[config.mk]
export PLATFORM = sky130hd
export DESIGN_NAME = serial_subtractor_flat
export DESIGN_NICKNAME = d
export VERILOG_FILES = /design/src/rtl/serial_subtractor_if.sv /design/src/rtl/serial_subtractor.sv /design/src/flat_wrapper.sv
export SDC_FILE = /design/constraint.sdc
export NUM_CORES = 1
export LEC_CHECK = 0
export ABC_AREA = 1
export CAP_MARGIN = 25
export CORE_UTILIZATION = 52
export DETAILED_ROUTE_END_ITERATION = 12
export GPL_TIMING_DRIVEN = 0
export PLACE_DENSITY = 0.77
export SYNTH_ARGS = -nofsm -noshare
export SYNTH_HDL_FRONTEND = slang
export SYNTH_SLANG_ARGS = --single-unit
[constraint.sdc]
create_clock -name clk -period 2.9 [get_ports clk]
set_clock_uncertainty 0.15 [all_clocks]
set_input_delay 0.725 -clock clk [delete_from_list [all_inputs] [get_ports clk]]
set_output_delay 0.725 -clock clk [all_outputs]
set_load 0.02 [all_outputs]
[src/rtl/serial_subtractor_if.sv]
// Start/busy/done handshake and operand/result bus of the bit-serial subtractor.
// The master drives requests; the slave (the subtractor) returns status and results.
interface serial_subtractor_if #(
    parameter int WIDTH = 8
);
    logic             start;
    logic [WIDTH-1:0] a_in;
    logic [WIDTH-1:0] b_in;
    logic             busy;
    logic             done;
    logic [WIDTH-1:0] diff;
    logic             borrow;

    modport master (output start, a_in, b_in, input busy, done, diff, borrow);
    modport slave  (input start, a_in, b_in, output busy, done, diff, borrow);
endinterface

[src/rtl/serial_subtractor.sv]
// Bit-serial unsigned subtractor: DIFF = A - B, LSB first, one full-subtractor step per clock.
// Results land in diff/borrow only on DONE entry, so partial sums never leak out.
module serial_subtractor #(
    parameter int WIDTH = 8
) (
    input  logic               clk,
    input  logic               rst_n,
    serial_subtractor_if.slave bus
);
    localparam int CW = (WIDTH > 2) ? $clog2(WIDTH) : 1;
    localparam logic [CW-1:0] LAST = CW'(WIDTH - 1);

    typedef enum logic [1:0] {IDLE, RUN, DONE} state_t;

    state_t           state_q;
    logic [WIDTH-1:0] a_sr_q, b_sr_q, d_sr_q, diff_q;
    logic [CW-1:0]    cnt_q;
    logic             br_q, borrow_q, busy_q, done_q;

    logic             d_bit;
    logic             br_d;
    logic [WIDTH-1:0] d_sr_d;

    // Full-subtractor cell on the current LSBs with the registered borrow.
    always_comb begin
        d_bit  = a_sr_q[0] ^ b_sr_q[0] ^ br_q;
        br_d   = (~a_sr_q[0] & b_sr_q[0]) | (~(a_sr_q[0] ^ b_sr_q[0]) & br_q);
        d_sr_d = {d_bit, d_sr_q[WIDTH-1:1]};
    end

    always_ff @(posedge clk) begin
        if (!rst_n) begin
            state_q  <= IDLE;
            a_sr_q   <= '0;
            b_sr_q   <= '0;
            d_sr_q   <= '0;
            br_q     <= 1'b0;
            cnt_q    <= '0;
            diff_q   <= '0;
            borrow_q <= 1'b0;
            busy_q   <= 1'b0;
            done_q   <= 1'b0;
        end else begin
            done_q <= 1'b0;
            case (state_q)
                IDLE: begin
                    if (bus.start) begin
                        a_sr_q  <= bus.a_in;
                        b_sr_q  <= bus.b_in;
                        br_q    <= 1'b0;
                        cnt_q   <= '0;
                        busy_q  <= 1'b1;
                        state_q <= RUN;
                    end
                end
                RUN: begin
                    a_sr_q <= a_sr_q >> 1;
                    b_sr_q <= b_sr_q >> 1;
                    d_sr_q <= d_sr_d;
                    br_q   <= br_d;
                    cnt_q  <= (cnt_q == LAST) ? '0 : cnt_q + 1'b1;
                    if (cnt_q == LAST) begin
                        diff_q   <= d_sr_d;
                        borrow_q <= br_d;
                        done_q   <= 1'b1;
                        state_q  <= DONE;
                    end
                end
                DONE: begin
                    busy_q  <= 1'b0;
                    state_q <= IDLE;
                end
                default: state_q <= IDLE;
            endcase
        end
    end

    assign bus.busy   = busy_q;
    assign bus.done   = done_q;
    assign bus.diff   = diff_q;
    assign bus.borrow = borrow_q;
endmodule
[src/flat_wrapper.sv]
// flat-port wrapper written by rule: the top's interface ports become plain ports
module serial_subtractor_flat 
#(
    parameter int WIDTH = 8
)
  (clk, rst_n, bus_start, bus_a_in, bus_b_in, bus_busy, bus_done, bus_diff, bus_borrow);
  serial_subtractor_if #(.WIDTH(WIDTH)) bus_i ();
  input  logic clk;
  input  logic rst_n;
  input wire logic [$bits(bus_i.start)-1:0] bus_start;
  input wire logic [$bits(bus_i.a_in)-1:0] bus_a_in;
  input wire logic [$bits(bus_i.b_in)-1:0] bus_b_in;
  output wire logic [$bits(bus_i.busy)-1:0] bus_busy;
  output wire logic [$bits(bus_i.done)-1:0] bus_done;
  output wire logic [$bits(bus_i.diff)-1:0] bus_diff;
  output wire logic [$bits(bus_i.borrow)-1:0] bus_borrow;
  assign bus_i.start = bus_start;
  assign bus_i.a_in = bus_a_in;
  assign bus_i.b_in = bus_b_in;
  assign bus_busy = bus_i.busy;
  assign bus_done = bus_i.done;
  assign bus_diff = bus_i.diff;
  assign bus_borrow = bus_i.borrow;
  serial_subtractor #(.WIDTH(WIDTH)) u_core (.clk(clk), .rst_n(rst_n), .bus(bus_i));
endmodule
==> results of run 1 <==
## logic make-up (layout without fill, tap and decap cells)
group | count (synthesis) | count (layout) | synth area share
simple gates | 167 | 167 | 0.378
compound gates | 17 | 17 | 0.0482
buf+inv | 38 | 75 | 0.0949
flops | 40 | 40 | 0.453
fa+ha+maj | 3 | 3 | 0.0255
## state kept, by name (all words and copies together) (netlist names), 2 cells and up
signal	count
u_core.state_q	2
u_core.a_sr_q	8
u_core.cnt_q	3
u_core.b_sr_q	8
u_core.bus.diff	8
u_core.d_sr_q	7
## metrics by stage
stage | hold WS [ns] | area [um2] | util
floorplan | 0.285 | 1770 | -
global placement | 0.301 | 2110 | 0.675
detailed placement | 0.304 | 2110 | 0.675
CTS | 0.319 | 2170 | 0.694
global route | 0.331 | 2170 | 0.694
finish | 0.318 | 2170 | 0.694
## worst paths after layout
kind                                  startpoint                 end  cells past startpoint
worst max-delay path             u_core.bus.busy            bus_busy                      1
worst min-delay path            u_core.a_sr_q[7]    u_core.a_sr_q[7]                      2
worst max register to register   u_core.cnt_q[0]  u_core.bus.diff[7]                      6
worst min register to register  u_core.a_sr_q[7]    u_core.a_sr_q[7]                      2
## Yosys cell counts
cell type   n
nand2_1    86
nor2_1     69
dfxtp_1    40
inv_1      24
a21oi_1     8
o21ai_0     8
nand3_1     7
buf_2       5
clkbuf_1    3
buf_6       2
ha_1        2
inv_2       2
nand2_4     2
nor2_4      2
buf_4       1
clkinv_1    1
fa_1        1
nand2_2     1
o21ai_1     1
## power by group
| part | internal, mW | total (mW) | switching (mW) |
|---|---|---|---|
| combinational | 0.0721 | 0.166 | 0.0942 |
| clock | 0.120 | 0.291 | 0.171 |
| sequential | 0.582 | 0.597 | 0.0156 |
## metal layers
metal / GRT usage / wire length, um / vias to the layer above
met3: 0.0519 / 123 / 7
li1: - / - / 857
met2: 0.325 / 1400 / 30
met5: 0 / 0 / -
met4: 0.0797 / 57 / 0
met1: 0.266 / 1620 / 659
## layout make-up
cell class / count / area [um2]
inverters: 27 / 101
clock buffers: 8 / 58.8
well taps: 44 / 55.1
fillers: 290 / 957
plain buffers: 11 / 66.3
repair buffers: 29 / 290
flip-flops and latches: 40 / 801
multi-input cells: 187 / 798
==> impl_metrics.yaml, run 1 <==
floorplan:
  core_um2: 3130
  die_x_um: 60.3
  core.rowCount: 20
  pin_count: 30
  die_y_um: 60.3
  initial_utilization: 0.565
  die_area_um2: 3630
setup_path:
  required_ns: 2.03
  crit_family: "buffers and inverters"
  crit_type: "register to primary output"
  cp-end-kind: "primary output"
  cp_slowest_cell: "clkdlybuf4s50_1"
  cp_max_fo: 2
  start_kind: "register"
  cp.arrival_ns: 1.31
  path_buf_inv: 1
  crit_chain: "clkdlybuf4s50_1"
  r2r_slack_ns: 1.47
  slowest_delay_ns: 0.61
grt:
  antenna_found_initial: 0
  grt_start_max_net_pins: 12
  track_usage: 0.205
  grt_pass1_wl_mm: 5.52
  grt-ovfl-total: 0
  grt_pass1_vias: 1333
place:
  dpl.hpwl_mm: 2.34
  dp_slack_ns: 0.713
  gp_congestion: 0.806
  dp_cells: 338
  numPortBuffers: 29
drt:
  wl_mm: 3.20
  wl_per_cell_um: 9.26
  first_iter_violations: 74
  ant_nets: 0
  viasPerCell: 4.49
  drc: 0
  vias: 1553
  drtPass1Iterations: 4
timing:
  finalHoldViolations: 0
  rsz0062_at_grt: "false"
  drv_slew: 0
  fin_crit_sh: 0.753
  tightest_slew_ns: 0.483
  fmax_mhz: 458
  setup_viol: 0
  fin_ws_ns: 0.717
  fin_crit_ns: 2.18
  max_slew_margin: 0.678
  fin_setup_tns_ns: 0
power:
  ir_drop_uv: 346
  leakagePower_nw: 1.04
  p_per_area_nw_per_um2: 486
  power.total_mw: 1.05
finish:
  layout.cells.most_common: "nand2_1"
  layout.nets: 323
  drive_gt1_frac: 0.0695
  area_growth_pct: 22.9
  num_antenna_cells: 0
  finalNonFillerCells: 346
  final_cell_mix: "nand2_1, nor2_1, dfxtp_1, clkdlybuf4s50_1, inv_1"
status:
  status: "finished, final reports clean"
cts:
  numCtsBuffers: 5
  postCtsHoldBufs: 0
  cts_num_sinks: 40
  cts_root_buf: "clkbuf_4"
  post-cts-setup-buffers: 0
  post_cts_resized: 0
  clk_pin_slew_ns: 0.11
  htreeDepth: 2
  worstSkewPairLatency_ns: 0.34
  clk_path_buf_depth: 2
  cts_tree: "done"
synthesis:
  syn_inst: 265
  synth.area.top_cells: "dfxtp_1, nand2_1, nor2_1"
  yosys_warnings: 0
  avgSynthCellArea_um2: 6.67
  syn_nets: 287
  post-synth-top-area-fraction: 0.453
  seq_area_frac_synth: 0.453
  synth_top_cell_by_area: "dfxtp_1"
  yosys_register_bits: 40
  ys_types: 19
  synthesis.area_um2: 1770
min_path:
  min_path_type: "register to register"
run:
  maxCapViolations: 0
(Power assumes the default switching activity.)
==> inputs of run 2 (changes only) <==
clock period = 2.25 ns   (was 2.9 ns; I/O delays follow)
==> results of run 2 <==
The final DEF is identical to that of run 1. Status: finished, final reports clean.
Among the figures that moved: setup slack after placement 0.713 ns -> 0.225 ns; setup slack after layout 0.717 ns -> 0.229 ns; register-to-register setup slack 1.47 ns -> 0.82 ns; total power 1.05 mW -> 1.36 mW; worst IR drop on VDD 346 uV -> 446 uV
==> inputs of run 3 (changes only) <==
PLACE_DENSITY = 0.78   (was 0.77)
==> run 3 against run 2 <==
- power rose by 15%
- die area did not move
- sequential cell count did not move
- final area rose by 1.8%
- critical endpoint unchanged
==> impl_metrics.yaml, run 3 (same netlist as run 1, synthesis figures left out) <==
floorplan:
  die_x_um: 60.3
  core.rowCount: 20
  die_y_um: 60.3
  die_area_um2: 3630
  initial_utilization: 0.565
  core_um2: 3130
  pin_count: 30
place:
  dpl.hpwl_mm: 2.35
  numPortBuffers: 29
  gp_congestion: 0.750
power:
  leakagePower_nw: 1.06
  power.total_mw: 1.56
  ir_drop_uv: 394
  p_per_area_nw_per_um2: 705
cts:
  postCtsHoldBufs: 0
  cts_tree: "done"
  worstSkewPairLatency_ns: 0.35
  numCtsBuffers: 5
  clk_path_buf_depth: 2
  htreeDepth: 2
  cts_root_buf: "clkbuf_4"
  post-cts-setup-buffers: 0
  clk_pin_slew_ns: 0.11
  cts_num_sinks: 40
  post_cts_resized: 0
min_path:
  min_path_type: "register to register"
  holdPathStages: 2
grt:
  track_usage: 0.206
  grt-ovfl-total: 0
  grt_pass1_vias: 1299
  grt_pass1_wl_mm: 5.44
  antenna_found_initial: 0
  grt_start_max_net_pins: 13
timing:
  fin_setup_tns_ns: 0
  tightest_slew_ns: 0.465
  drv_slew: 0
  setup_viol: 0
  fin_crit_sh: 0.898
  max_slew_margin: 0.690
  fmax_mhz: 495
  fin_crit_ns: 2.02
  finalHoldViolations: 0
  rsz0062_at_grt: "false"
setup_path:
  reg2reg_depth: 6
  path_buf_inv: 1
  cp_slowest_cell: "clkdlybuf4s50_1"
  crit_chain: "clkdlybuf4s50_1"
  cp.arrival_ns: 1.31
  cp-end-kind: "primary output"
  crit_type: "register to primary output"
  crit_family: "buffers and inverters"
  required_ns: 1.54
  start_kind: "register"
  slowest_delay_ns: 0.60
  cp_max_fo: 2
  crit_cells: 1
finish:
  final_cell_mix: "nand2_1, nor2_1, dfxtp_1, clkdlybuf4s50_1, inv_1"
  area_growth_pct: 25.1
  layout.nets: 323
  num_antenna_cells: 0
  layout.cells.most_common: "nand2_1"
  drive_gt1_frac: 0.0731
drt:
  wl_per_cell_um: 9.74
  viasPerCell: 4.60
  wl_mm: 3.36
  drc: 0
  drtPass1Iterations: 4
  first_iter_violations: 64
  vias: 1588
  ant_nets: 0
status:
  status: "finished, final reports clean"
run:
  maxCapViolations: 0
## run 3: changes by cell type in the layout (fill, tap and decap cells not counted)
cell       previous run  this run
clkbuf_1              5         3
bufinv_16             0         2
clkbuf_8              1         0
## run 3: per-stage QoR
step	util	hold WS, ns	std cells	setup WS [ns]	area [um2]
2_1_floorplan	-	0.285	265	0.957	1770
3_3_place_gp	0.675	0.301	338	0.223	2110
3_5_place_dp	0.675	0.303	338	0.217	2110
4_1_cts	0.706	0.319	345	0.207	2210
5_1_grt	0.706	0.334	345	0.159	2210
6_report	0.706	0.317	345	0.230	2210
## run 3: power breakdown
| group | total (mW) | internal [mW] | switching, mW |
|---|---|---|---|
| registers | 0.769 | 0.750 | 0.0194 |
| clock network | 0.571 | 0.340 | 0.231 |
| logic | 0.218 | 0.0933 | 0.125 |
## run 3: metal layers
| layer | vias to the layer above | track usage | part of all wire |
|---|---|---|---|
| met5 | - | 0 | 0 |
| met4 | 0 | 0.0897 | 0.016 |
| met3 | 4 | 0.0584 | 0.037 |
| met2 | 28 | 0.342 | 0.48 |
| met1 | 696 | 0.244 | 0.47 |
| li1 | 860 | - | - |
## run 3: cell type report
cell class,count,area (um2)
plain buffers,11,66.3
clock buffers,5,37.5
clock inverters,2,60.1
fillers,287,918
inverters,27,101
multi-input cells,187,798
flip-flops and latches,40,801
well taps,44,55.1
repair buffers,29,290
## run 3: path summary, 6_finish.rpt
path,from,to,slack (ns)
worst max-delay path,u_core.bus.busy,bus_busy,0.23
worst max register to register,u_core.cnt_q[0],u_core.bus.borrow,0.81
worst min-delay path,u_core.b_sr_q[7],u_core.b_sr_q[7],0.32
worst min register to register,u_core.b_sr_q[7],u_core.b_sr_q[7],0.32
